`src/rtl/i2c_wr_seq_if.sv`:
```
// Signal bundle between the single-byte I2C write controller and its
// requester / pad wrapper: request fields, status flags and open-drain enables.
interface i2c_wr_seq_if;
   logic       start;
   logic [6:0] addr;
   logic [7:0] wdata;
   logic       sda_in;
   logic       scl_oe;
   logic       sda_oe;
   logic       busy;
   logic       done;
   logic       ack_err;

   // Controller side: takes the request and the resolved SDA level, drives enables/status.
   modport master (
      input  start, addr, wdata, sda_in,
      output scl_oe, sda_oe, busy, done, ack_err
   );

   // Requester / pad side.
   modport slave (
      output start, addr, wdata, sda_in,
      input  scl_oe, sda_oe, busy, done, ack_err
   );
endinterface

```
`src/rtl/i2c_wr_seq.sv`:
```
// Single-byte I2C write sequencer on the 100 MHz clock. A quarter-bit tick
// counter walks each bus slot through four quarters; the pad enables are
// registered and only move on tick edges or on the accept edge.
module i2c_wr_seq #(
   parameter int DIV = 250
) (
   input  logic         clk_100,
   input  logic         rst_n,
   i2c_wr_seq_if.master bus
);

   localparam int                CNT_W   = $clog2(DIV);
   localparam logic [CNT_W-1:0]  CNT_MAX = CNT_W'(DIV - 1);
   localparam logic [CNT_W-1:0]  CNT_ONE = CNT_W'(1);
   localparam logic [CNT_W-1:0]  CNT_ZRO = CNT_W'(0);

   typedef enum logic [2:0] {
      ST_IDLE  = 3'd0,
      ST_START = 3'd1,
      ST_ADDR  = 3'd2,
      ST_ACK1  = 3'd3,
      ST_DATA  = 3'd4,
      ST_ACK2  = 3'd5,
      ST_STOP  = 3'd6
   } state_t;

   state_t           state_q, state_d;
   logic [1:0]       qtr_q, qtr_d;
   logic [2:0]       bit_q, bit_d;
   logic [CNT_W-1:0] cnt_q, cnt_d;
   logic [7:0]       abyte_q, abyte_d;
   logic [7:0]       dbyte_q, dbyte_d;
   logic             scl_oe_q, scl_oe_d;
   logic             sda_oe_q, sda_oe_d;
   logic             busy_q, busy_d;
   logic             done_q, done_d;
   logic             ack_err_q, ack_err_d;
   logic             tick_s;
   logic             accept_s;
   logic             cur_bit_s;

   // Slot sequencing: accept, quarter tick counting, bit walking, ACK sampling.
   always_comb begin
      state_d   = state_q;
      qtr_d     = qtr_q;
      bit_d     = bit_q;
      cnt_d     = cnt_q;
      abyte_d   = abyte_q;
      dbyte_d   = dbyte_q;
      busy_d    = busy_q;
      done_d    = 1'b0;
      ack_err_d = ack_err_q;
      tick_s    = 1'b0;
      accept_s  = 1'b0;

      if (state_q == ST_IDLE) begin
         cnt_d = CNT_ZRO;
         if (bus.start) begin
            accept_s  = 1'b1;
            abyte_d   = {bus.addr, 1'b0};
            dbyte_d   = bus.wdata;
            ack_err_d = 1'b0;
            busy_d    = 1'b1;
            state_d   = ST_START;
            qtr_d     = 2'd0;
            bit_d     = 3'd7;
         end else begin
            accept_s = 1'b0;
         end
      end else if (cnt_q != CNT_MAX) begin
         cnt_d = cnt_q + CNT_ONE;
      end else begin
         tick_s = 1'b1;
         cnt_d  = CNT_ZRO;
         // The slave's answer is taken on the tick that ends Q2 (SCL high).
         if (((state_q == ST_ACK1) || (state_q == ST_ACK2)) && (qtr_q == 2'd2) && bus.sda_in) begin
            ack_err_d = 1'b1;
         end else begin
            ack_err_d = ack_err_d;
         end
         if (qtr_q != 2'd3) begin
            qtr_d = qtr_q + 2'd1;
         end else begin
            qtr_d = 2'd0;
            case (state_q)
               ST_START: begin
                  state_d = ST_ADDR;
                  bit_d   = 3'd7;
               end
               ST_ADDR: begin
                  if (bit_q == 3'd0) begin
                     state_d = ST_ACK1;
                  end else begin
                     bit_d = bit_q - 3'd1;
                  end
               end
               ST_ACK1: begin
                  // An address NACK skips the data byte entirely.
                  if (ack_err_q) begin
                     state_d = ST_STOP;
                  end else begin
                     state_d = ST_DATA;
                     bit_d   = 3'd7;
                  end
               end
               ST_DATA: begin
                  if (bit_q == 3'd0) begin
                     state_d = ST_ACK2;
                  end else begin
                     bit_d = bit_q - 3'd1;
                  end
               end
               ST_ACK2: begin
                  state_d = ST_STOP;
               end
               ST_STOP: begin
                  state_d = ST_IDLE;
                  done_d  = 1'b1;
                  busy_d  = 1'b0;
               end
               default: begin
                  state_d = ST_IDLE;
                  busy_d  = 1'b0;
               end
            endcase
         end
      end
   end

   // Pad enables for the quarter being entered; held between position changes.
   always_comb begin
      scl_oe_d  = scl_oe_q;
      sda_oe_d  = sda_oe_q;
      cur_bit_s = (state_d == ST_ADDR) ? abyte_d[bit_d] : dbyte_d[bit_d];
      if (tick_s || accept_s) begin
         case (state_d)
            ST_START: begin
               case (qtr_d)
                  2'd0:    begin scl_oe_d = 1'b0; sda_oe_d = 1'b0; end
                  2'd1:    begin scl_oe_d = 1'b0; sda_oe_d = 1'b1; end
                  default: begin scl_oe_d = 1'b1; sda_oe_d = 1'b1; end
               endcase
            end
            ST_ADDR, ST_DATA: begin
               case (qtr_d)
                  2'd0:    begin scl_oe_d = 1'b1; end
                  2'd1:    begin scl_oe_d = 1'b1; sda_oe_d = ~cur_bit_s; end
                  default: begin scl_oe_d = 1'b0; end
               endcase
            end
            ST_ACK1, ST_ACK2: begin
               case (qtr_d)
                  2'd0:    begin scl_oe_d = 1'b1; end
                  2'd1:    begin scl_oe_d = 1'b1; sda_oe_d = 1'b0; end
                  default: begin scl_oe_d = 1'b0; end
               endcase
            end
            ST_STOP: begin
               case (qtr_d)
                  2'd0:    begin scl_oe_d = 1'b1; end
                  2'd1:    begin scl_oe_d = 1'b1; sda_oe_d = 1'b1; end
                  2'd2:    begin scl_oe_d = 1'b0; sda_oe_d = 1'b1; end
                  default: begin scl_oe_d = 1'b0; sda_oe_d = 1'b0; end
               endcase
            end
            default: begin
               scl_oe_d = 1'b0;
               sda_oe_d = 1'b0;
            end
         endcase
      end else begin
         scl_oe_d = scl_oe_q;
         sda_oe_d = sda_oe_q;
      end
   end

   // State and output registers; reset releases the bus immediately.
   always_ff @(posedge clk_100 or negedge rst_n) begin
      if (!rst_n) begin
         state_q   <= ST_IDLE;
         qtr_q     <= 2'd0;
         bit_q     <= 3'd7;
         cnt_q     <= CNT_ZRO;
         abyte_q   <= 8'd0;
         dbyte_q   <= 8'd0;
         scl_oe_q  <= 1'b0;
         sda_oe_q  <= 1'b0;
         busy_q    <= 1'b0;
         done_q    <= 1'b0;
         ack_err_q <= 1'b0;
      end else begin
         state_q   <= state_d;
         qtr_q     <= qtr_d;
         bit_q     <= bit_d;
         cnt_q     <= cnt_d;
         abyte_q   <= abyte_d;
         dbyte_q   <= dbyte_d;
         scl_oe_q  <= scl_oe_d;
         sda_oe_q  <= sda_oe_d;
         busy_q    <= busy_d;
         done_q    <= done_d;
         ack_err_q <= ack_err_d;
      end
   end

   assign bus.scl_oe  = scl_oe_q;
   assign bus.sda_oe  = sda_oe_q;
   assign bus.busy    = busy_q;
   assign bus.done    = done_q;
   assign bus.ack_err = ack_err_q;

endmodule

```
`src/flat_wrapper.sv`:
```
// flat-port wrapper written by rule: the top's interface ports become plain ports
module i2c_wr_seq_flat 
#(
   parameter int DIV = 250
)
  (clk_100, rst_n, bus_start, bus_addr, bus_wdata, bus_sda_in, bus_scl_oe, bus_sda_oe, bus_busy, bus_done, bus_ack_err);
  i2c_wr_seq_if bus_i ();
  input  logic clk_100;
  input  logic rst_n;
  input wire logic [$bits(bus_i.start)-1:0] bus_start;
  input wire logic [$bits(bus_i.addr)-1:0] bus_addr;
  input wire logic [$bits(bus_i.wdata)-1:0] bus_wdata;
  input wire logic [$bits(bus_i.sda_in)-1:0] bus_sda_in;
  output wire logic [$bits(bus_i.scl_oe)-1:0] bus_scl_oe;
  output wire logic [$bits(bus_i.sda_oe)-1:0] bus_sda_oe;
  output wire logic [$bits(bus_i.busy)-1:0] bus_busy;
  output wire logic [$bits(bus_i.done)-1:0] bus_done;
  output wire logic [$bits(bus_i.ack_err)-1:0] bus_ack_err;
  assign bus_i.start = bus_start;
  assign bus_i.addr = bus_addr;
  assign bus_i.wdata = bus_wdata;
  assign bus_i.sda_in = bus_sda_in;
  assign bus_scl_oe = bus_i.scl_oe;
  assign bus_sda_oe = bus_i.sda_oe;
  assign bus_busy = bus_i.busy;
  assign bus_done = bus_i.done;
  assign bus_ack_err = bus_i.ack_err;
  i2c_wr_seq #(.DIV(DIV)) u_core (.clk_100(clk_100), .rst_n(rst_n), .bus(bus_i));
endmodule
```
`config.mk`:
```
export PLATFORM = sky130hd
export DESIGN_NAME = i2c_wr_seq_flat
export DESIGN_NICKNAME = d
export VERILOG_FILES = /design/src/rtl/i2c_wr_seq_if.sv /design/src/rtl/i2c_wr_seq.sv /design/src/flat_wrapper.sv
export SDC_FILE = /design/constraint.sdc
export NUM_CORES = 1
export LEC_CHECK = 0
export CORE_ASPECT_RATIO = 0.6
export CORE_UTILIZATION = 40
export CTS_BUF_LIST = sky130_fd_sc_hd__clkbuf_2 sky130_fd_sc_hd__clkbuf_4 sky130_fd_sc_hd__clkbuf_8
export DETAILED_ROUTE_END_ITERATION = 10
export SLEW_MARGIN = 20
export SYNTH_ARGS = -nofsm -noshare
export SYNTH_HDL_FRONTEND = slang
export SYNTH_SLANG_ARGS = --single-unit
```
`constraint.sdc`:
```
create_clock -name clk_100 -period 4.1 [get_ports clk_100]
set_clock_uncertainty 0.2 [all_clocks]
set_input_delay 1.23 -clock clk_100 [delete_from_list [all_inputs] [get_ports clk_100]]
set_output_delay 1.23 -clock clk_100 [all_outputs]
set_load 0.1 [all_outputs]
```
==> results.cfg <==
[power_and_ir_drop]
swShare_pct = 32.3
finalPower_mw = 0.937
combPwrFrac_pct = 20.5
power.switching_mw = 0.303
power_per_cell_area_nw_per_um2 = 362
clkPwrFrac_pct = 27.3
peakVddDrop_v = 0.000158
internal_power_mw = 0.634
seq_power_share_pct = 52.3
p_leak_nw = 1.21

[placed_design]
io_buffer_count = 23
dpl_cell_area_um2 = 2500
dp_hpwl_um = 3530
gp_congestion = 0.855
dp_slack_ns = 0.590

[clock_network]
cts_buffers = 5
clk_latency_ns = 0.29
postCtsHoldBufs = 0
root_buffer = clkbuf_8
cts_tree = done
cts_sinks = 37
cts.repair.resized = 0
h-tree-depth = 2
clk_pin_slew_ns = 0.07
cts_buffer_depth = 2
cts_setup_buffers = 0

[critical_path]
reg2reg_slack_ns = 1.14
arrival_ns = 3.27
cp.buffers_inverters = 1
crit_chain = clkdlybuf4s50_1 -> nand2b_1 -> o41ai_1 -> a221o_1 -> and2_1 -> a21oi_1 -> o31ai_1 -> a311o_1 -> a31oi_1
worstReg2RegStart = u_core.cnt_q[3]$_DFF_PN0_
critPathTopFamily = compound AO/OA/AOI/OAI gates
slowest_delay_ns = 0.45
start_kind = input pin
worstPathRequired_ns = 4.11
path_class = in2reg
slowest_stage = clkdlybuf4s50_1
cp_max_fo = 3
critPathLaunch = bus_start
worst_setup_path_end_kind = flip-flop

[grt]
grt-ovfl-total = 0
grt_max_degree = 38
antenna_found_initial = 0
grt_pass1_vias = 1578
grt_first_pass_wirelength_um = 7980
grt_usage_pct = 18.0

[min_path]
min-delay-start = u_core.dbyte_q[2]$_DFF_PN0_
hold_class = reg2reg

[logic_synthesis]
ys.flop_type = dfrtp_1
syn_inst = 249
ys_seq_area_share_pct = 41.5
synth_edf_count = 0
synthDistinctLibCells = 61
ys_async_sr_fraction_pct = 100
postSynthAreaPerCell_um2 = 9.00
ys_warn_count = 0
ys_ff_latch = 37
synth_area_um2 = 2240
syn_nets = 276

[timing]
fin_ws_ns = 0.841
finalSetupViolCount = 0
setup_tns_ns = 0
finalCritPeriodShare_pct = 79.5
slew_violations = 0
finalHoldViolations = 0
slew_headroom_pct = 44.0
min_period_ns = 3.26
clock.fmax_ghz = 0.307
rsz0062_at_grt = no
worst_pin_slew_ns = 0.841

[routing]
drcViolationCount = 0
ant_nets = 0
vias = 1780
wl_per_cell_um = 14.0
drtIter0Drc = 120
viasPerCell = 5.22
drt_first_pass_iters = 4
routed_wirelength_um = 4790

[cells_and_area]
num-nets-final = 301
synthToLayoutAreaGrowth_pct = 15.4
fin_area_um2 = 2590
layout_commonest_cell = nand2_1
ff_latch_area_um2 = 930
drive_gt1_share_pct = 14.5
num_antenna_cells = 0
layout_common_cells = nand2_1 (57), dfrtp_1 (34), nor2_1 (23)
multi_input_area_um2 = 1180
nFillCells = 521

[floorplanning]
die_h_um = 60.0
ios = 24
rows = 20
die_area_um2 = 5920
initial_core_util_pct = 42.9
die_w_um = 98.7
fp.coreArea_um2 = 5230

[run]
cap_violations = 0

[run_status]
status = finished, final reports clean
==> worst register-to-register path, cell delays in order, from the launching register on <==
cell and delay (ns):
dfrtp_1 0.47, nand4_4 0.16, nor2_1 0.19, a31o_1 0.37, o21ai_1 0.26, nand2_1 0.13, o31a_1 0.16, inv_1 0.06
ha_1 0.22, nor2_1 0.15, nor2_1 0.06, o32a_1 0.32, o21ai_1 0.13
==> layout make-up <==
| type | count | share of cell area, % |
|---|---|---|
| Multi-Input combinational cell | 188 | 45.7 |
| Sequential cell | 37 | 35.9 |
| Timing Repair Buffer | 28 | 9.67 |
| Tap cell | 66 | 3.19 |
| Clock buffer | 6 | 2.95 |
| Inverter | 14 | 2.13 |
| Clock inverter | 2 | 0.387 |
==> final timing paths <==
kind                                                 endpoint  cells past startpoint
worst max-delay path            u_core.bus.sda_oe$_DFFE_PN0P_                      9
worst min-delay path              u_core.dbyte_q[2]$_DFF_PN0_                      2
worst max register to register  u_core.bus.scl_oe$_DFFE_PN0N_                     12
worst min register to register    u_core.dbyte_q[2]$_DFF_PN0_                      2
max in group asynchronous         u_core.dbyte_q[0]$_DFF_PN0_                      1
min in group asynchronous         u_core.abyte_q[5]$_DFF_PN0_                      1
==> cells by family after synthesis <==
group                    after synthesis  share of synthesized area, %
adder cells (fa/ha/maj)                8                          4.46
buffers and inverters                 24                          5.75
AO/OA/AOI/OAI                         37                          12.6
XOR/XNOR                               7                          2.73
multiplexers                          11                          5.19
flip-flops                            37                          41.5
AND/OR/NAND/NOR                      125                          27.8
==> per-stage QoR <==
stage / util [%] / instances / hold WS, ns
after global placement: 47.8 / 333 / 0.257
final: 49.5 / 341 / 0.274
after CTS: 49.5 / 341 / 0.279
after floorplan: - / 249 / 0.240
after global routing: 49.5 / 341 / 0.298
after detailed placement: 47.8 / 333 / 0.258
==> per-layer routing <==
metal / up-vias / global-route usage (%) / part of all wire [%]
met3: 7 / 3.98 / 4.4
met1: 821 / 28.3 / 59
met2: 36 / 23.1 / 35
li1: 916 / - / -
met4: 0 / 7.04 / 1.2
met5: - / 0 / 0
==> registers in the layout, indices dropped and copies added (netlist names), 2 cells and up <==
name,count
u_core.qtr_q,2
u_core.dbyte_q,8
u_core.cnt_q,8
u_core.abyte_q,8
u_core.bit_q,3
u_core.state_q,3
==> cells in the mapped netlist, types with 3 or more instances <==
cell type / count / area (um^2)
nand3_1: 8 / 40.0
ha_1: 8 / 100
nand2b_1: 3 / 18.8
nor3_1: 7 / 35.0
inv_1: 12 / 45.0
and3_1: 4 / 25.0
mux2i_1: 9 / 90.1
xnor2_1: 3 / 26.3
buf_6: 4 / 45.0
dfstp_2: 3 / 78.8
nand2_1: 57 / 214
nor2b_1: 3 / 18.8
xor2_1: 4 / 35.0
nand4_1: 3 / 18.8
o31ai_1: 3 / 22.5
nor2_1: 23 / 86.3
dfrtp_1: 34 / 851
buf_2: 5 / 25.0
a21oi_1: 7 / 35.0
==> power by group through the flow <==
stage	combinational, mW	clock (mW)	sequential [mW]
floorplan	0.117	0	0.509
global placement	0.190	0	0.495
detailed placement	0.193	0	0.495
CTS	0.193	0.263	0.489
global route	0.220	0.282	0.502
finish	0.192	0.255	0.490
Note: power is estimated with default switching activity, not from simulation.
